`config.mk`:
```
export PLATFORM = sky130hd
export DESIGN_NAME = array_fifo_ctrl
export DESIGN_NICKNAME = d
export VERILOG_FILES = /design/src/rtl/array_fifo_ctrl.sv
export SDC_FILE = /design/constraint.sdc
export NUM_CORES = 1
export LEC_CHECK = 0
export CORE_MARGIN = 4
export CORE_UTILIZATION = 51
export DETAILED_ROUTE_END_ITERATION = 6
export PLACE_DENSITY = 0.86
export SYNTH_ARGS = -nofsm -noshare
export SYNTH_HDL_FRONTEND = slang
export SYNTH_SLANG_ARGS = --single-unit
export TNS_END_PERCENT = 1
```
`constraint.sdc`:
```
create_clock -name clock -period 8.8 [get_ports clock]
set_clock_uncertainty 0.1 [all_clocks]
set_input_delay 2.64 -clock clock [delete_from_list [all_inputs] [get_ports clock]]
set_output_delay 2.64 -clock clock [all_outputs]
set_load 0.1 [all_outputs]
```
`src/rtl/array_fifo_ctrl.sv`:
```
// 130-entry FIFO controller around a single-port 128x108 masked array with 1-cycle read latency.
// A 2-entry output buffer absorbs read latency; every item passes through the array.
`timescale 1ns/1ps

module array_fifo_ctrl #(
    parameter  int unsigned DEPTH = 128,
    parameter  int unsigned WIDTH = 108,
    localparam int unsigned AW    = $clog2(DEPTH),
    localparam int unsigned CW    = $clog2(DEPTH + 3)
) (
    input  logic             clock,
    input  logic             reset_n,
    input  logic             flush,
    input  logic             enq_valid,
    output logic             enq_ready,
    input  logic [WIDTH-1:0] enq_data,
    output logic             deq_valid,
    input  logic             deq_ready,
    output logic [WIDTH-1:0] deq_data,
    output logic [CW-1:0]    count,
    output logic [AW-1:0]    mem_addr,
    output logic             mem_en,
    output logic             mem_wmode,
    output logic [3:0]       mem_wmask,
    output logic [WIDTH-1:0] mem_wdata,
    input  logic [WIDTH-1:0] mem_rdata
);

    logic [AW-1:0]    wptr;
    logic [AW-1:0]    rptr;
    logic [AW:0]      ram_cnt;
    logic             rd_pend;
    logic [1:0]       ob_cnt;
    logic [WIDTH-1:0] ob_head;
    logic [WIDTH-1:0] ob_tail;
    logic [AW-1:0]    addr_q;
    logic [WIDTH-1:0] wdata_q;

    logic ram_empty;
    logic ram_full;
    logic credit_ok;
    logic read_urgent;
    logic wr_fire;
    logic rd_fire;
    logic push;
    logic pop;

    always_comb begin
        ram_empty   = (ram_cnt == '0);
        ram_full    = (ram_cnt == (AW+1)'(DEPTH));
        credit_ok   = (ob_cnt + {1'b0, rd_pend}) < 2'd2;
        read_urgent = !ram_empty && (ob_cnt == 2'd0) && !rd_pend;

        // reset_n gates the handshakes so they read 0 for the whole reset window
        enq_ready = reset_n && !ram_full && !read_urgent && !flush;
        wr_fire   = enq_valid && enq_ready;
        rd_fire   = reset_n && !ram_empty && credit_ok && !wr_fire && !flush;

        deq_valid = reset_n && (ob_cnt != 2'd0);
        deq_data  = ob_head;
        pop       = deq_valid && deq_ready && !flush;
        push      = rd_pend && !flush;

        count = CW'(ram_cnt) + CW'(rd_pend) + CW'(ob_cnt);
    end

    always_comb begin
        mem_en    = wr_fire || rd_fire;
        mem_wmode = wr_fire;
        mem_wmask = wr_fire ? 4'hF : 4'h0;
        mem_addr  = addr_q;
        mem_wdata = wdata_q;
        if (wr_fire) begin
            mem_addr  = wptr;
            mem_wdata = enq_data;
        end else if (rd_fire) begin
            mem_addr  = rptr;
        end
    end

    always_ff @(posedge clock or negedge reset_n) begin
        if (!reset_n) begin
            wptr    <= '0;
            rptr    <= '0;
            ram_cnt <= '0;
            rd_pend <= 1'b0;
            ob_cnt  <= '0;
        end else if (flush) begin
            wptr    <= '0;
            rptr    <= '0;
            ram_cnt <= '0;
            rd_pend <= 1'b0;
            ob_cnt  <= '0;
        end else begin
            if (wr_fire) begin
                wptr    <= wptr + 1'b1;
                ram_cnt <= ram_cnt + 1'b1;
            end else if (rd_fire) begin
                rptr    <= rptr + 1'b1;
                ram_cnt <= ram_cnt - 1'b1;
            end
            rd_pend <= rd_fire;
            if (push && !pop) begin
                ob_cnt <= ob_cnt + 2'd1;
            end else if (pop && !push) begin
                ob_cnt <= ob_cnt - 2'd1;
            end
        end
    end

    // Credit accounting keeps ob_cnt <= 1 whenever a capture lands, so the
    // pop+push case only ever refills the head.
    always_ff @(posedge clock or negedge reset_n) begin
        if (!reset_n) begin
            ob_head <= '0;
            ob_tail <= '0;
        end else if (pop) begin
            if (ob_cnt == 2'd2) begin
                ob_head <= ob_tail;
            end else if (push) begin
                ob_head <= mem_rdata;
            end
        end else if (push) begin
            if (ob_cnt == 2'd0) begin
                ob_head <= mem_rdata;
            end else begin
                ob_tail <= mem_rdata;
            end
        end
    end

    always_ff @(posedge clock or negedge reset_n) begin
        if (!reset_n) begin
            addr_q  <= '0;
            wdata_q <= '0;
        end else begin
            if (mem_en) begin
                addr_q <= mem_addr;
            end
            if (wr_fire) begin
                wdata_q <= enq_data;
            end
        end
    end

endmodule
```
==> results.cfg <==
[die]
die_w_um = 179
fp-row-count = 62
die_area_um2 = 32200
fp.dieH_um = 179
initial_utilization_pct = 52.0
io_pins = 460
core-area_um2 = 28900

[grt]
antenna_found_initial = 2
grt_max_degree = 169
grt_pass1_vias = 13000
grt_use_total_pct = 27.3
grt_pass1_wl_um = 71600
overflow = 0

[routing]
postRouteAntennaNets = 0
highest_layer = met5
drt-initial-drc-count = 885
wl_met1_um = 16200
wl_per_cell_um = 20.0
dr.pass1.iters = 5
routed_wl_um = 44600
via_per_inst = 5.39
drc = 0
wl_met3_um = 2790
vias = 12000
route.met2.wl_um = 23300

[status]
outcome = finished clean

[cts]
cts.clk_slew.worst_paths_ps = 60
insertion_delay_ps = 510
numCtsBuffers = 38
cts_sinks = 356
root_buffer = clkbuf_16
htree_levels = 2
cts_hold_buffers = 0
cts_tree = done
clk_path_buf_depth = 3
postCtsSetupBuffers = 0
ctsResizeCount = 0

[run]
cap_violations = 0

[min_path]
hold_depth = 1
hold_class = flop to flop
min_from = wptr[6]$_DFFE_PN0P_
worst_hold_path.endpoint = wptr[6]$_DFFE_PN0P_

[critical_path]
worstReg2RegEnd = ram_cnt[7]$_DFFE_PN0P_
worstPathRequired_ps = 6060
r2r_cells = 11
critPathKind = primary input to output pin
r2r_setup_slack_ps = 5070
worstSetupStartpointType = primary input
worstReg2RegStart = ram_cnt[0]$_DFFE_PN0P_
endpoint_kind = output pin
critPathArrivalTime_ps = 5000
cp_max_fo = 36

[cells_and_area]
area_delta_synth_final_pct = 49.1
final_cell_mix = dfrtp_1 (356), nand2_1 (349), clkdlybuf4s50_1 (335)
drive_above_1_share_pct = 16.9
fin_util_pct = 77.5
nNetsFinal = 2052
final_common_cell = dfrtp_1

[synth]
avgSynthCellArea_um2 = 10.8
ys_seq_area_share_pct = 59.4
ys_types = 44
async_flop_share_pct = 100
yosysWarnings = 0
syn_area_um2 = 15000
synthFlopType = dfrtp_1
synthCells = 1393
syn_nets = 1626
synth-seq-cells = 356
synth_edf_count = 0

[sta]
final_max_slew_viol_count = 0
fin_crit_ps = 7740
rsz0062_at_grt = false
min_period_over_period_pct = 87.9
hold_viol = 0
max_slew_margin_pct = 24.8
fin_tns_setup_ps = 0
tightestPinTransition_ps = 1130
clock.fmax_mhz = 129
setup_viol = 0

[placement]
hpwl_um = 30800
gp_congestion = 0.857
placement.io_buffers = 459
## logic make-up after synthesis
logic type	count (synthesis)	synth area share [%]
flops	356	59.4
compound gates	181	6.53
simple gates	511	13.4
fa+ha+maj	12	1.15
mux	225	15.9
buf+inv	94	2.78
xor+xnor	14	0.818
## registers in the layout, indices dropped and copies added, names as in the netlist
| name | count |
|---|---|
| addr_q | 7 |
| ram_cnt | 8 |
| wdata_q | 108 |
| rd_pend | 1 |
| deq_data | 108 |
| ob_cnt | 2 |
| rptr | 7 |
| wptr | 7 |
| ob_tail | 108 |
## Yosys cell counts, types with 5 or more instances
cell type | instances | share of area [%]
nor2_1 | 128 | 3.2
clkbuf_1 | 48 | 1.2
xnor2_1 | 9 | 0.53
mux2i_1 | 117 | 7.8
nand4_1 | 5 | 0.21
o21ai_0 | 31 | 1.0
a22oi_1 | 5 | 0.25
dfrtp_1 | 356 | 59
mux2_2 | 108 | 8.1
nand3_1 | 10 | 0.33
a21o_1 | 5 | 0.25
buf_4 | 5 | 0.25
nor2b_1 | 6 | 0.25
nand2_1 | 349 | 8.7
inv_1 | 7 | 0.18
a21oi_1 | 124 | 4.1
ha_1 | 9 | 0.75
buf_2 | 30 | 1.0
xor2_1 | 5 | 0.29
## critical path, cell delays in order
cell,delay [ps]
clkdlybuf4s50_1,430
nor2b_1,320
o211a_4,250
clkinv_2,450
buf_4,420
nand2_1,130
nand2_1,140
buf_12,200
## per-stage QoR
step           setup slack, ps  cell area, um2  hold slack (ps)  cells
2_1_floorplan              338           15000              347   1393
3_3_place_gp              1100           21100              381   2163
3_5_place_dp              1090           21100              384   2163
4_1_cts                   1060           22400              392   2232
5_1_grt                    896           22400              407   2233
6_report                  1060           22400              390   2233
## area by class of cell
type	instances	area (um2)
clock inverter	7	88.8
multi-input combinational	943	5700
tap	384	480
antenna	1	2.50
timing repair buffer	472	5950
clock buffer	62	1190
fill	1703	6500
sequential	356	8910
inverter	8	31.3
## routing by layer
layer  vias up  global-route usage (%)
met5         -                       0
met4         2                    12.1
met3       136                    6.57
met2       423                    48.4
met1      5968                    31.5
li1       5507                       -
## how the worst max path moves through the flow
stage                          endpoint  slack (ps)    start  cells past startpoint
after floorplan             mem_addr[1]         340  reset_n                      6
after global placement      mem_addr[1]        1100  reset_n                      7
after detailed placement    mem_addr[0]        1090    flush                      8
after CTS                   mem_addr[1]        1060  reset_n                      7
after global routing        mem_addr[2]         900  reset_n                      7
final                     mem_wdata[86]        1060    flush                      8
Power is left out: the tool's default activity adds up to more than one toggle a clock period on the data nets, which glitch-free logic cannot reach.
==> patch 1, RTL diff (same settings) <==
Change the parameter `WIDTH` from 108 to 54.
--- a/src/rtl/array_fifo_ctrl.sv
+++ b/src/rtl/array_fifo_ctrl.sv
@@ -6,3 +6,3 @@
     parameter  int unsigned DEPTH = 128,
-    parameter  int unsigned WIDTH = 108,
+    parameter  int unsigned WIDTH = 54,
     localparam int unsigned AW    = $clog2(DEPTH),
Interface: changed (resized deq_data, enq_data, mem_rdata and mem_wdata); port bits go from 460 to 244. The function was not compared with the original's and may differ.
==> patch 1 against the unedited design <==
- routed wire length is 50% lower
- final area is 44% lower
- synthesized cell count is 41% lower
- non-clock buffer count is 223 lower
- utilization is 2.1 points lower
- sequential cell count is 162 lower
- critical path depth stayed put
- worst hold slack better by 0.016 ns
- area after synthesis is 43% lower
- setup slack worse by 0.27 ns
- critical endpoint is now mem_wdata[52]
- die area is 41% lower
- sequential share of layout area is 0.87 points lower
Power is left out: the tool's default activity adds up to more than one toggle a clock period on the data nets, which glitch-free logic cannot reach.
==> patch 1: results (changes against the unedited design) <==
| Metric | Value |
|---|---|
| FF+latch count, synth | `194 (was 356)` |
| Wl on met1 | `8792 µm (was 16210 µm)` |
| Vias per cell | `5.348 (was 5.390)` |
| # fillers | `1054 (was 1703)` |
| Largest stage delay, worst path | `0.69 ns (was 0.45 ns)` |
| Global-route wire length before repair | `34700 µm (was 71630 µm)` |
| Distinct cells, synth | `41 (was 44)` |
| Slew of the pin with the lowest slew margin | `1.069 ns (was 1.128 ns)` |
| DR top layer | `met4 (was met5)` |
| FF-to-FF setup slack | `5.19 ns (was 5.07 ns)` |
| Placer congestion estimate | `0.8210 (was 0.8565)` |
| CTS buffer count | `17 (was 38)` |
| Clk tree area frac | `5.142% (was 5.741%)` |
| Maximum clock path buffer count | `2 (was 3)` |
| Initial DRC count | `444 (was 885)` |
| N_diodes | `0 (was 1)` |
| Mux cell area share after synthesis | `14.66% (was 15.92%)` |
| Pin count of the biggest net entering global routing | `141 (was 169)` |
| Initial antenna violation count | `0 (was 2)` |
| Multi-input combinational area share | `27.80% (was 25.50%)` |
| PortBufs | `243 (was 459)` |
| Clk_lat worst skew | `0.43 ns (was 0.51 ns)` |
| Met1 usage | `28.17% (was 31.47%)` |
| Met3 usage in global routing | `9.021% (was 6.568%)` |
| Ratio of cells with drive above 1 in the final layout | `16.14% (was 16.94%)` |
| GRT Util Overall | `23.45% (was 27.29%)` |
| Status | `complete, no violations (unchanged)` |
| Crit-path slowest cell | `clkdlybuf4s50_1 (was clkinv_2)` |
| Post-synth top cells | `194 x dfrtp_1, 193 x nand2_1, 69 x a21oi_1, 65 x mux2i_1, 64 x nor2_1 (was 356 x dfrtp_1, 349 x nand2_1, 128 x nor2_1, 124 x a21oi_1, 117 x mux2i_1)` |
| Fin nets | `1159 (was 2052)` |
| Synth Net Count | `940 (was 1626)` |
## patch 1: changes by cell type in the layout (fill, tap and decap cells not counted), sizes merged, moves of 44 or more
cell / unedited run / this run
nor2: 129 / 66
dfrtp: 356 / 194
buf: 137 / 74
mux2i: 117 / 65
mux2: 108 / 54
nand2: 349 / 193
a21oi: 124 / 69
clkbuf: 62 / 18
clkdlybuf4s50: 335 / 174
## patch 1: metrics by stage
stage	std cells	instance area, µm²	worst slack [ns]	utilization, %	hold slack (ns)
finish	1267	12460	0.7917	75.39	0.4062
global route	1267	12460	0.6494	75.39	0.4122
CTS	1267	12460	0.8205	75.39	0.4082
floorplan	815	8586	0.3944	-	0.3727
detailed placement	1235	11820	0.8456	71.52	0.3918
global placement	1235	11820	0.9032	71.52	0.3830
==> patch 2, RTL diff (same flow settings) <==
Made on the original files. Register the output `count`, without a reset; this adds one clock of latency there. The other outputs are not delayed to match.
--- a/src/rtl/array_fifo_ctrl.sv
+++ b/src/rtl/array_fifo_ctrl.sv
@@ -27,2 +27,4 @@
 );
+
+    logic [CW-1:0] count_d;
 
@@ -63,3 +65,3 @@
 
-        count = CW'(ram_cnt) + CW'(rd_pend) + CW'(ob_cnt);
+        count_d = CW'(ram_cnt) + CW'(rd_pend) + CW'(ob_cnt);
     end
@@ -145,2 +147,6 @@
 
+    always_ff @(posedge clock) begin
+        count <= count_d;
+    end
+
 endmodule
Check against the original RTL: not equivalent (Yosys sat finds a counterexample within 4 cycles, from zero or initial values and one cycle with reset_n low).
==> patch 2 against the unedited design <==
- area after synthesis is 1.6% higher
- setup slack better by 0.085 ns
- routed wire length grew 5.1%
- register-to-register slack worse by 0.49 ns
- fmax is 1.1% higher
- synthesized cell count rose by 0.93%
- sequential cell count is 8 higher
- cell count is 0.81% higher
- final area increased by 0.27%
- largest cell class unchanged
- highest routed layer unchanged
Power is left out: the tool's default activity adds up to more than one toggle a clock period on the data nets, which glitch-free logic cannot reach.
==> patch 2: results (changes against the unedited design) <==
| Metric | Value |
|---|---|
| Fin nets | `2062 (was 2052)` |
| Top delay family on crit path | `buffers and inverters (unchanged)` |
| Largest stage delay, worst path | `0.79 ns (was 0.45 ns)` |
| Post-CTS resize count | `0 (unchanged)` |
| Synth top area cells | `dfrtp_1 58%, nand2_1 8.7%, mux2_2 8.0%, mux2i_1 7.8%, a21oi_1 4.0% (was dfrtp_1 59%, nand2_1 8.7%, mux2_2 8.1%, mux2i_1 7.8%, a21oi_1 4.1%)` |
| Placed Area | `21140 µm² (was 21080 µm²)` |
| Cells after Synth | `1406 (was 1393)` |
| Syn. warnings | `0 (unchanged)` |
| Final HPWL DP | `32610 µm (was 30800 µm)` |
| Critical path origin | `flush (unchanged)` |
| Worst Setup EP | `mem_wdata[68] (was mem_wdata[86])` |
| Crit-path slowest cell | `inv_4 (was clkinv_2)` |
| Initial DRC count | `986 (was 885)` |
| Distinct cells, synth | `44 (unchanged)` |
| Status | `complete, no violations (unchanged)` |
| Number of setup buffers added after CTS | `0 (unchanged)` |
| Rel. slew slack | `20.13% (was 24.79%)` |
| # placed instances | `2179 (was 2163)` |
| CTS HTree Levels | `2 (unchanged)` |
| Crit path max fanout | `116 (was 36)` |
| GRT Util Overall | `28.11% (was 27.29%)` |
| Vias per cell | `5.406 (was 5.390)` |
| Async S/R FF share, synth | `97.80% (was 100.0%)` |
| Clk root buf | `clkbuf_16 (unchanged)` |
| Post-synth top cells | `356 x dfrtp_1, 353 x nand2_1, 125 x nor2_1, 123 x a21oi_1, 118 x mux2i_1 (was 356 x dfrtp_1, 349 x nand2_1, 128 x nor2_1, 124 x a21oi_1, 117 x mux2i_1)` |
| Synth Net Count | `1639 (was 1626)` |
| Pin count of the biggest net entering global routing | `217 (was 169)` |
| FF-to-FF path depth | `12 (was 11)` |
| Placer congestion estimate | `0.9179 (was 0.8565)` |
| Clk_lat worst skew | `around 0.52 ns` |
| Maximum clock path buffer count | `3 (unchanged)` |
| Seq/Total Area, Yosys | `59.55% (was 59.41%)` |
| Worst-path clk slew | `0.06 ns (about the same)` |
| Ratio of cells with drive above 1 in the final layout | `16.59% (was 16.94%)` |
| First drt pass iteration count | `5 (unchanged)` |
| Vias in the first global route | `13050 (was 13020)` |
| Initial antenna violation count | `5 (was 2)` |
| WL/cell | `20.83 µm (was 19.97 µm)` |
| CTS buffer count | `38 (unchanged)` |
| Global-route wire length before repair | `73580 µm (was 71630 µm)` |
| FF-to-FF setup slack | `4.58 ns (was 5.07 ns)` |
| # fillers | `1804 (was 1703)` |
| Arr. time, crit path | `4.91 ns (was 5.00 ns)` |
| Worst hold path depth | `1 (unchanged)` |
| Total Wirelength | `46890 µm (was 44600 µm)` |
-- patch 2: changes by cell type in the layout (fill, tap and decap cells not counted), sizes merged, moves of 4 or more --
cell / before / now
o21ai: 32 / 36
nand2: 349 / 353
clkbuf: 62 / 55
dfxtp: 0 / 8
nor2: 129 / 125
-- patch 2: layout make-up --
type	count	share of cell area [%]
diodes	4	0.04464
clock buffers	55	5.033
clock inverters	13	0.6473
inverters	10	0.1786
multi-input cells	945	25.37
flip-flops and latches	364	40.45
well taps	390	2.176
repair buffers	470	26.10
-- patch 2: per-stage QoR --
| stage | setup slack, ns | hold WS (ns) | utilization, % |
|---|---|---|---|
| global placement | 1.103 | 0.3849 | 71.51 |
| detailed placement | 1.117 | 0.3919 | 71.51 |
| CTS | 1.107 | 0.4044 | 75.82 |
| finish | 1.146 | 0.4039 | 75.85 |
| global route | 0.9430 | 0.4183 | 75.85 |
| floorplan | 0.4264 | 0.3785 | - |
-- patch 2: cell families after synthesis --
family / Yosys count / share of synthesized area, %
buf+inv: 97 / 3.188
simple gates: 514 / 13.25
mux: 226 / 15.74
compound gates: 179 / 6.334
xor+xnor: 14 / 0.8051
flops: 364 / 59.55
fa+ha+maj: 12 / 1.134
-- patch 2: worst min-delay path by stage --
stage,startpoint,end,slack [ns]
floorplan,wptr[2]$_DFFE_PN0P_,wptr[2]$_DFFE_PN0P_,0.38
global placement,ob_tail[37]$_DFFE_PN0P_,ob_tail[37]$_DFFE_PN0P_,0.38
detailed placement,ob_tail[23]$_DFFE_PN0P_,ob_tail[23]$_DFFE_PN0P_,0.39
CTS,ob_tail[23]$_DFFE_PN0P_,ob_tail[23]$_DFFE_PN0P_,0.40
global route,ob_tail[61]$_DFFE_PN0P_,ob_tail[61]$_DFFE_PN0P_,0.42
finish,ob_tail[75]$_DFFE_PN0P_,ob_tail[75]$_DFFE_PN0P_,0.40
-- patch 2: per-layer routing --
metal / global-route usage [%] / part of all wire, % / up-vias
met2: 49.81 / 52 / 509
met3: 7.268 / 7.9 / 97
met4: 11.95 / 4.6 / 2
met5: 0 / 0.028 / -
li1: - / - / 5541
met1: 32.32 / 36 / 6019
